<file path="config.mk">
export PLATFORM = sky130hd
export DESIGN_NAME = fuzz_stim_sig
export DESIGN_NICKNAME = d
export VERILOG_FILES = /design/src/rtl/fuzz_stim_sig_pkg.sv /design/src/rtl/fuzz_stim_sig_misr_fold.sv /design/src/rtl/fuzz_stim_sig.sv
export SDC_FILE = /design/constraint.sdc
export NUM_CORES = 1
export LEC_CHECK = 0
export BUFFER_PORTS_ARGS = -buffer_cell sky130_fd_sc_hd__buf_2
export CAP_MARGIN = 20
export CELL_PAD_IN_SITES_DETAIL_PLACEMENT = 1
export CELL_PAD_IN_SITES_GLOBAL_PLACEMENT = 2
export CORE_UTILIZATION = 25
export DETAILED_ROUTE_END_ITERATION = 10
export PLACE_DENSITY_LB_ADDON = 0.12
export SYNTH_ARGS = -nofsm -noshare
export SYNTH_HDL_FRONTEND = slang
export SYNTH_SLANG_ARGS = --single-unit
</file>
<file path="constraint.sdc">
create_clock -name clk -period 2.6 [get_ports clk]
set_input_delay 0.13 -clock clk [delete_from_list [all_inputs] [get_ports clk]]
set_output_delay 0.13 -clock clk [all_outputs]
set_load 0.05 [all_outputs]
</file>
<file path="src/rtl/fuzz_stim_sig_pkg.sv">
// fuzz_pkg: shared polynomials, default seed and FSM encoding for the stimulus/signature harness
package fuzz_pkg;
  localparam logic [31:0] LFSR_POLY = 32'h80200003;
  localparam logic [31:0] MISR_POLY = 32'h04C11DB7;
  localparam logic [31:0] DEF_SEED = 32'hACE10001;
  typedef enum logic [2:0] {IDLE, LOAD, RUN, DRAIN, DONE} state_t;
endpackage

</file>
<file path="src/rtl/fuzz_stim_sig_misr_fold.sv">
// misr_fold: folds a wide response into 32 bits and compacts it into a MISR
module misr_fold
  import fuzz_pkg::*;
#(
  parameter int unsigned Y_W = 53
) (
  input  logic           clk,
  input  logic           rst_n,
  input  logic           i_clr,
  input  logic           i_en,
  input  logic [Y_W-1:0] i_y,
  output logic [31:0]    o_misr
);
  logic [31:0] w_fold;
  assign w_fold = i_y[31:0] ^ 32'(i_y[Y_W-1:32]);
  always_ff @(posedge clk or negedge rst_n)
    if (!rst_n) o_misr <= '0;
    else o_misr <= i_clr ? '0
                 : i_en ? {o_misr[30:0], 1'b0} ^ (o_misr[31] ? MISR_POLY : 32'd0) ^ w_fold
                 : o_misr;
endmodule

</file>
<file path="src/rtl/fuzz_stim_sig.sv">
// fuzz_stim_sig: seeded LFSR vector driver with MISR signature of the latency-delayed response
module fuzz_stim_sig
  import fuzz_pkg::*;
#(
  parameter int unsigned LAT      = 0,
  parameter logic [31:0] DEF_SEED = fuzz_pkg::DEF_SEED,
  parameter int unsigned Y_W      = 53
) (
  input  logic           clk,
  input  logic           rst_n,
  input  logic           start,
  input  logic [31:0]    seed,
  input  logic [15:0]    num_vec,
  output logic           busy,
  output logic           done,
  output logic [31:0]    signature,
  output logic [9:0]     dut_wire0,
  output logic [7:0]     dut_wire1,
  input  logic [Y_W-1:0] dut_y
);
  localparam logic [2:0] LAST_DRAIN = LAT == 0 ? 3'd0 : 3'(LAT - 1);
  state_t      r_state;
  logic [31:0] r_lfsr;
  logic [15:0] r_num, r_cnt;
  logic [2:0]  r_drain;
  logic [LAT:0] r_pipe;
  logic        w_accept, w_issue;
  assign w_accept = start && (r_state == IDLE || r_state == DONE);
  // vector 0 is registered on the LOAD->RUN edge so each RUN cycle shows one vector on the pins
  assign w_issue = (r_state == LOAD && r_num != 16'd0) || (r_state == RUN && r_cnt != r_num);
  assign busy = r_state == LOAD || r_state == RUN || r_state == DRAIN;
  assign done = r_state == DONE;
  always_ff @(posedge clk or negedge rst_n)
    if (!rst_n) begin
      r_state   <= IDLE;
      r_lfsr    <= '0;
      r_num     <= '0;
      r_cnt     <= '0;
      r_drain   <= '0;
      r_pipe    <= '0;
      dut_wire0 <= '0;
      dut_wire1 <= '0;
    end else begin
      r_pipe <= (r_pipe << 1) | (LAT + 1)'(w_issue);
      if (w_issue) begin
        r_cnt     <= r_cnt + 16'd1;
        dut_wire0 <= r_lfsr[9:0];
        dut_wire1 <= r_lfsr[17:10];
        r_lfsr    <= (r_lfsr >> 1) ^ (r_lfsr[0] ? LFSR_POLY : 32'd0);
      end
      case (r_state)
        IDLE, DONE: if (start) begin
          r_state <= LOAD;
          r_num   <= num_vec;
          r_cnt   <= '0;
          r_lfsr  <= seed == 32'd0 ? DEF_SEED : seed;
        end
        LOAD: r_state <= r_num == 16'd0 ? DONE : RUN;
        RUN: if (r_cnt == r_num) begin
          r_state <= LAT == 0 ? DONE : DRAIN;
          r_drain <= '0;
        end
        DRAIN: if (r_drain == LAST_DRAIN) r_state <= DONE;
               else r_drain <= r_drain + 3'd1;
        default: r_state <= IDLE;
      endcase
    end
  misr_fold #(.Y_W(Y_W)) u_misr (
    .clk    (clk),
    .rst_n  (rst_n),
    .i_clr  (w_accept),
    .i_en   (r_pipe[LAT]),
    .i_y    (dut_y),
    .o_misr (signature)
  );
endmodule
</file>
# --- Word level (Yosys, flattened, before mapping) ---
# Cells that the tools add are included.
# W data, S select, Z words.
word_totals:
  inputBits: 104
  word_cells: 62
  out_inout_bits: 52
  ff_bits: 121
classes:
  n_eq_ne: 10
  reduce_logical: 18
  add_sub_neg: 2
  n_mux: 19
  bitwise: 4
ops:
  columns: ["op", "n"]
  rows:
  - ["$mux W32", 7]
  - ["$xor A32 B32 Y32", 2]
  - ["$mux W16", 3]
  - ["$logic_not A32 Y1", 1]
  - ["$xor A31 B32 Y32", 1]
  - ["$xor A32 B21 Y32", 1]
  - ["$mux W27", 1]
  - ["$mux W3", 6]
  - ["$add A16 B1 Y16 const B", 1]
  - ["$eq A16 B16 Y1", 1]
  - ["$logic_not A16 Y1", 1]
  - ["$ne A16 B16 Y1", 1]
  - ["$reduce_bool A16 Y1", 1]
  - ["$pmux W3 S4", 1]
  - ["$eq A3 B2 Y1 const B", 2]
  - ["$logic_not A3 Y1", 2]
  - ["$pmux W3 S2", 1]
  - ["$reduce_and A3 Y1", 2]
  - ["$logic_or A1 B1 Y1", 4]
  - ["$ne A2 B1 Y1 const B", 2]
  - ["$ne A2 B2 Y1 const B", 2]
  - ["$reduce_bool A2 Y1", 2]
  - ["$add A3 B1 Y3 const B", 1]
  - ["$eq A3 B1 Y1 const B", 1]
  - ["other kinds (4)", 6]

# --- Longest topological paths before layout ---
# Gate-level depths: netlist of the first run.
logic_depth:
  ltp_word: 6
  mapped_depth: 8
  ltp_nobuf: 7

# --- Hierarchy ---
# A second synthesis of the first run with hierarchy kept.
unflattened:
  cells_unflattened: 661
  hier_area_um2: 6283.5
by_module_without_submodules:
  columns: ["module", "n_inst", "area_per_inst_um2", "cells_each", "seq_area_each_um2"]
  rows:
  - ["fuzz_stim_sig", 1, 4410.5, 486, 2227.1]
  - ["misr_fold", 1, 1873.0, 175, 800.8]

# --- Least setup slack after synthesis of the first run ---
# Ideal clock, no wire load.
synth_timing:
  kind: "reg2reg"
  start: "register u_misr.o_misr[31]"
  end: "register u_misr.o_misr[12]"
  t_required_ps: 2506
  path_stages_with_launch: 6
  t_arrival_ps: 1877
  path_slack_ps: 630
  cell_sequence: "dfrtp_1 -> clkbuf_1 -> clkbuf_1 -> xnor2_1 -> xnor2_1 -> a211oi_1"
synth_between:
  elab_chain_len: 5
synth_rtl:
  columns: ["element", "line", "text"]
  rows:
  - ["from (decl)", "fuzz_stim_sig_misr_fold.sv:12", "output logic [31:0] o_misr"]
  - ["from (signal assigned)", "fuzz_stim_sig_misr_fold.sv:18", "else o_misr <= i_clr ? '0"]
  - ["$mux W27", "fuzz_stim_sig_misr_fold.sv:19", ": i_en ? {o_misr[30:0], 1'b0} ^ (o_misr[31] ? MISR_POLY : 32'd0) ^ w_fold"]
  - ["$xor A32 B32 Y32 (2 in a row)", "fuzz_stim_sig_misr_fold.sv:19", null]
  - ["$mux W32", "fuzz_stim_sig_misr_fold.sv:19", null]
  - ["$mux W32", "fuzz_stim_sig_misr_fold.sv:18", null]
# No other way between the ends. The select of a mux whose other input is x is not followed.
# A chain may end at the register's enable or synchronous reset.

# --- Final worst setup path of the first run ---
layout_timing:
  start: "register r_cnt[9]"
  end: "register r_lfsr[23]"
layout_between:
  elab_chain_len: 6
layout_rtl:
  columns: ["element", "line", "text"]
  rows:
  - ["from (decl)", "fuzz_stim_sig.sv:24", "logic [15:0] r_num, r_cnt;"]
  - ["from (signal assigned)", "fuzz_stim_sig.sv:46", "r_cnt <= r_cnt + 16'd1;"]
  - ["$ne A16 B16 Y1 *", "fuzz_stim_sig.sv:30", "assign w_issue = (r_state == LOAD && r_num != 16'd0) || (r_state == RUN && r_cnt != r_num);"]
  - ["$logic_and A1 B1 Y1 *", "fuzz_stim_sig.sv:30", null]
  - ["$logic_or A1 B1 Y1 *", "fuzz_stim_sig.sv:30", null]
  - ["$mux W32 *", "fuzz_stim_sig.sv:45", "if (w_issue) begin"]
  - ["$mux W32", "fuzz_stim_sig.sv:52", "IDLE, DONE: if (start) begin"]
  - ["$mux W32 *", "fuzz_stim_sig.sv:51", "case (r_state)"]
  - ["to (signal assigned)", "fuzz_stim_sig.sv:49", "r_lfsr <= (r_lfsr >> 1) ^ (r_lfsr[0] ? LFSR_POLY : 32'd0);"]
  - ["to (signal assigned)", "fuzz_stim_sig.sv:56", "r_lfsr <= seed == 32'd0 ? DEF_SEED : seed;"]
  - ["to (decl)", "fuzz_stim_sig.sv:23", "logic [31:0] r_lfsr;"]
# Mark *: on every way between the ends. The rest lies on a longest branch, timed or not.

==> results.cfg, run 1 <==
[setup_path]
rr_startpoint = r_cnt[9]
crit_family = buffers and inverters
arrival_ns = 2.71
crit_cells = 9
cpPeakStageDelay_ns = 0.49
path_cells = xnor2_1 > nand4_1 > nor4_1 > buf_4 > o31a_4 > inv_2 > buf_4 > nor3_1 > nor3_1
crit_buf_inv = 3
cp-start-kind = flop
startpoint = r_cnt[9]
crit_slowest_cell = inv_2
setup.worst_path.class = reg2reg
critical_path_required_ns = 2.92
crit_path_end_kind = flop
reg2regPathDepth = 9
crit_path_max_fanout = 36

[cells_and_area]
num-nets-final = 915
drive_above_1_share = 0.2582
antennaDiodeCount = 0
layout_commonest_cell = buf_2
area_growth_pct = 38.51
fin_util = 0.3582
final_cell_mix = 154 x buf_2, 140 x nand2_1, 120 x dfrtp_1

[clocking]
htree_levels = 4
clockBufferDepth = 2
cts-root-buf = clkbuf_16
cts.sinks = 121
cts_made_buffers = 17
worstSkewPairLatency_ns = 0.42
clkSlewWorstSetupHoldPaths_ns = 0.06
cts_tree = done

[placed_design]
routabilityCongestion = 0.7718
place_ws_ns = 0.2566
dp.final_hpwl_um = 13100
numPortBuffers = 155

[detailed_routing]
vias = 5225
via_per_inst = 4.608
finalWirelength_um = 18720
drt_iter0_drc = 182
drt-wirelength-per-cell_um = 16.51
drc_errors = 0
antenna_left = 0
drt_pre_antenna_iters = 4

[yosys]
synth_seq_cells = 121
ys_seq_area_frac = 0.5110
synthesis.area_um2 = 5926
synth_fp_nets = 715
synth-main-ff-cell = dfrtp_1
synth_edf_count = 0
synthArstFlopShare = 1.000
yosysWarnings = 0
avgSynthCellArea_um2 = 9.746
yosysUniqueCellTypes = 43
synthCells = 608

[worst_hold_path]
hold_depth = 3
hold_path.startpoint = dut_y[25]
hold_path.class = in2reg

[timing]
hold_viol = 0
clock-skew-final_ns = 0.008321
post-route-period-util = 0.9203
hold_ws_ns = 0.01487
relSlewSlack = 0.5530
fin_tns_setup_ns = 0
worst_pin_slew_ns = 0.6704
fin_crit_ns = 2.393
finalSetupViolations = 0
rsz0062_at_grt = false
setup_ws_ns = 0.2072
fmax_mhz = 417.9
maxSlewViolCount = 0

[power_and_ir_drop]
internal_power_uw = 6162
cellLeakagePower_uw = 0.003807
sw_frac_of_total = 0.4439
p_clk_frac = 0.241
combPwrFrac = 0.448
ir_drop_uv = 615.7
p_switching_uw = 4918
pwr-share-seq = 0.312
p_per_area_nw_per_um2 = 1350
fin_total_pwr_uw = 11080

[global_routing]
grt_overflow = 0
grt_pass1_wl_um = 30390
antenna_found_initial = 0
grt_max_degree = 71
grt_usage = 0.1614
grt_pass1_vias = 5713

[flow_run]
maxCapViolations = 0

[floorplanning]
die-area_um2 = 24320
ios = 156
rows = 55
start_util = 0.2586
core_um2 = 22920
die_x_um = 156.0
die_y_um = 156.0

[outcome]
status = complete, no violations
kinds of logic (layout without fill, tap and decap cells):
kind of cell,count (synthesis),after routing,synth area share
AOI/OAI and AO/OA,75,75,0.09797
xor gates and xnor gates,85,85,0.1256
adders and majority gates,3,3,0.006335
buffers and inverters,39,252,0.02808
DFF,121,121,0.5110
muxes,20,20,0.03399
and+or+nand+nor,265,265,0.1970
Yosys cell counts (all sizes together) (2+ instances only):
cell    count  area share
nand2     140       0.089
dfrtp     121        0.51
xnor2      84        0.12
nor2       51       0.032
clkbuf     22       0.014
a211oi     19       0.024
mux2i      19       0.032
nor3       16       0.014
a32oi      14       0.021
and3       13       0.014
nor4       13       0.014
buf        12       0.011
a21oi      11      0.0093
a221o       8       0.014
nand4       8      0.0084
o31ai       7      0.0089
or4         7      0.0089
a22o        5      0.0074
inv         5      0.0032
nand3       5      0.0042
o21ai       4      0.0034
ha          3      0.0063
or3         3      0.0032
and2        2      0.0021
nor2b       2      0.0021
o211ai      2      0.0025
repair_timing:
action / 4_1_cts / 5_1_grt
hold endpoints to repair: 63 / 0
hold buffers: 42 / 0
buffers inserted: 0 / 0
resized for setup: 0 / 0
power groups by stage:
stage               logic [uW]  registers [uW]  clock network, uW
floorplan                 2650            4400                  0
global route              5430            3590               2820
global placement          4880            3470                  0
CTS                       5040            3470               2750
finish                    4960            3460               2670
detailed placement        4960            3490                  0
layout make-up:
| cell class | instances | area [um2] |
|---|---|---|
| clock inverter | 14 | 221.5 |
| clock buffer | 18 | 439.2 |
| inverter | 5 | 18.77 |
| sequential | 121 | 3029 |
| multi-input combinational | 448 | 2736 |
| timing repair buffer | 215 | 1371 |
| tap | 313 | 391.6 |
| fill | 2670 | 14710 |
per-layer routing:
metal  GRT usage  vias up  routed length (um)
met1      0.1970     2589                8300
met2      0.2836      114                9400
met4     0.05089        0                 248
met5           0        -                   0
met3     0.03250       19                 772
li1            -     2503                   -
registers in the layout, summed over array words and instances (netlist names), 3 cells and up:
| name | flops |
|---|---|
| r_lfsr | 32 |
| u_misr.o_misr | 32 |
| r_cnt | 16 |
| r_num | 16 |
| dut_wire0 | 10 |
| dut_wire1 | 8 |
| r_drain | 3 |
| r_state | 3 |
path summary, 6_finish.rpt:
| path | slack, ns | to |
|---|---|---|
| setup / recovery | 0.21 | r_lfsr[23] |
| max in group asynchronous | 1.69 | r_pipe |
| setup reg to reg | 0.21 | r_lfsr[23] |
| hold / removal | 0.01 | u_misr.o_misr[25] |
| min in group asynchronous | 0.17 | r_num[0] |
| hold reg to reg | 0.47 | dut_wire1[4] |
stage by stage:
stage                     cells  instance area, um2
after floorplan             608                5926
after global placement     1060                7127
after detailed placement   1060                7127
after CTS                  1134                8208
after global routing       1134                8208
final                      1134                8208
worst min-delay path: stages:
cell and delay, ns:
buf_2 0.09, xnor2_1 0.11, a211oi_1 0.06
No activity file was read; power rests on OpenSTA's default activity.
==> run 2, diff against run 1 <==
--- a/config.mk
+++ b/config.mk
@@ -12,6 +12,7 @@
 export CORE_UTILIZATION = 25
 export DETAILED_ROUTE_END_ITERATION = 10
 export PLACE_DENSITY_LB_ADDON = 0.12
+export RECOVER_POWER = 100
 export SYNTH_ARGS = -nofsm -noshare
 export SYNTH_HDL_FRONTEND = slang
 export SYNTH_SLANG_ARGS = --single-unit
==> run 2 against run 1 <==
  * Final area is 1.2% lower
  * Utilization is 0.43 points lower
  * Critical path depth stayed put
  * Wire length is 0.24% higher
  * Maximum frequency is 0.22% higher
  * Worst hold slack better by 0.0011 ns
  * Worst setup slack better by 0.0052 ns
  * Sequential power hardly changed
  * Flip-flop and latch count stayed put
  * Clock power hardly changed
  * Final cell count stayed put
  * Non-clock buffer count stayed put
==> results.cfg, run 2 (synthesis gave the netlist of run 1 again) <==
[outcome]
status = complete, no violations

[setup_path]
r2r_setup_slack_ns = 0.21
reg2regPathDepth = 9
critical_path_required_ns = 2.92
crit_path_max_fanout = 36
path_cells = xnor2_1 > nand4_1 > nor4_1 > clkbuf_1 > o31a_4 > inv_2 > buf_4 > nor3_1 > nor3_1
crit_family = buffers and inverters
cpPeakStageDelay_ns = 0.48
crit_top_cell = nor3_1
crit_slowest_cell = inv_2
reg2reg_to = r_lfsr[23]
setup.worst_path.class = reg2reg
crit_buf_inv = 3
rr_startpoint = r_cnt[9]
crit_path_end_kind = flop
cp-start-kind = flop
arrival_ns = 2.71

[timing]
clock-skew-final_ns = 0.008919
fin_tns_setup_ns = 0
rsz0062_at_grt = false
hold_ws_ns = 0.01598
relSlewSlack = 0.02489
maxSlewViolCount = 0
finalSetupViolations = 0
post-route-period-util = 0.9183
fmax_mhz = 418.8
worst_pin_slew_ns = 1.463
hold_viol = 0
fin_crit_ns = 2.388

[detailed_routing]
finalWirelength_um = 18770
vias = 5229
via_per_inst = 4.611
antenna_left = 0
drt-wirelength-per-cell_um = 16.55
drt_pre_antenna_iters = 4
drt_iter0_drc = 173
drc_errors = 0

[cells_and_area]
num-nets-final = 915
final_cell_mix = 140 x nand2_1, 120 x dfrtp_1, 102 x buf_2
drive_above_1_share = 0.1900
fin_util = 0.3539
layout_commonest_cell = nand2_1
area_growth_pct = 36.85
top_regs = r_lfsr x32, u_misr.o_misr x32
antennaDiodeCount = 0
stdcell_count = 1134

[global_routing]
grt_pass1_wl_um = 30390
grt_max_degree = 71
grt_pass1_vias = 5713
grt_overflow = 0
grt_usage = 0.1614
antenna_found_initial = 0

[floorplanning]
die-area_um2 = 24320
die_y_um = 156.0
start_util = 0.2586
die_x_um = 156.0
core_um2 = 22920
rows = 55
ios = 156

[clocking]
cts.sinks = 121
worstSkewPairLatency_ns = 0.42
cts_resized = 0
postCtsSetupBuffers = 0
htree_levels = 4
cts-root-buf = clkbuf_16
clkSlewWorstSetupHoldPaths_ns = 0.06
cts_made_buffers = 17
clockBufferDepth = 2
cts_tree = done

[worst_hold_path]
hold_path.class = in2reg
min_to = u_misr.o_misr[25]
hold_path.startpoint = dut_y[25]
hold_depth = 3

[placed_design]
dp.final_hpwl_um = 13100
place_inst = 1060
routabilityCongestion = 0.7718
numPortBuffers = 155

[power_and_ir_drop]
ir_drop_uv = 615.2
p_clk_frac = 0.243
p_per_area_nw_per_um2 = 1353
combPwrFrac = 0.442
pwr-share-seq = 0.316
cellLeakagePower_uw = 0.003611
internal_power_uw = 6047
sw_frac_of_total = 0.4490
p_switching_uw = 4928

[flow_run]
maxCapViolations = 0
[run 2: cell types whose count changed in the layout (fill, tap and decap cells not counted)]
cell	previous run	this run
clkbuf_1	0	55
clkbuf_4	0	1
buf_4	16	11
buf_12	3	2
nor3_2	1	0
clkbuf_2	0	2
buf_2	154	102
nor3_1	15	16
[run 2: worst max path at each step]
stage                           start           endpoint  slack, ns  cells past startpoint
floorplan           u_misr.o_misr[31]  u_misr.o_misr[12]       0.63                      5
global placement             r_cnt[9]         r_lfsr[16]       0.33                      9
detailed placement           r_cnt[9]         r_lfsr[23]       0.26                      9
CTS                          r_cnt[9]         r_lfsr[23]       0.18                      9
global route                    rst_n  u_misr.o_misr[16]       0.05                      3
finish                       r_cnt[9]         r_lfsr[23]       0.21                      9
[run 2: power groups by stage]
| stage | Sequential, uW | Clock, uW | Combinational [uW] |
|---|---|---|---|
| floorplan | 4400 | 0 | 2650 |
| global placement | 3470 | 0 | 4880 |
| detailed placement | 3490 | 0 | 4960 |
| CTS | 3470 | 2750 | 5040 |
| global route | 3600 | 2820 | 5320 |
| finish | 3460 | 2670 | 4850 |
[run 2: final cells by class]
class                      instances  area (um2)
clock inverter                    14       221.5
fill                            2697       14810
multi-input combinational        448        2731
inverter                           5       18.77
sequential                       121        3029
tap                              313       391.6
timing repair buffer             215        1277
clock buffer                      18       439.2
[run 2: repair_timing]
item                       in CTS  in global routing
setup endpoints to repair       0                  0
hold endpoints to repair       63                  0
hold buffers                   42                  0
[run 2: metrics by stage]
| stage | setup slack (ns) | area, um2 | power [uW] |
|---|---|---|---|
| after floorplan | 0.6295 | 5926 | 7048 |
| after global placement | 0.3280 | 7127 | 8350 |
| after detailed placement | 0.2566 | 7127 | 8450 |
| after CTS | 0.1831 | 8208 | 11270 |
| after global routing | 0.04640 | 8109 | 11750 |
| final | 0.2125 | 8109 | 10970 |
[run 2: metal layers]
layer,track usage,routed length [um],vias up
li1,-,-,2503
met1,0.1970,8363,2592
met2,0.2836,9406,115
met3,0.03250,749,19
met4,0.05089,246,0
met5,0,0,-
[run 2: tightest hold or removal path: stages]
cell	delay [ns]
buf_2	0.09
xnor2_1	0.11
a211oi_1	0.06
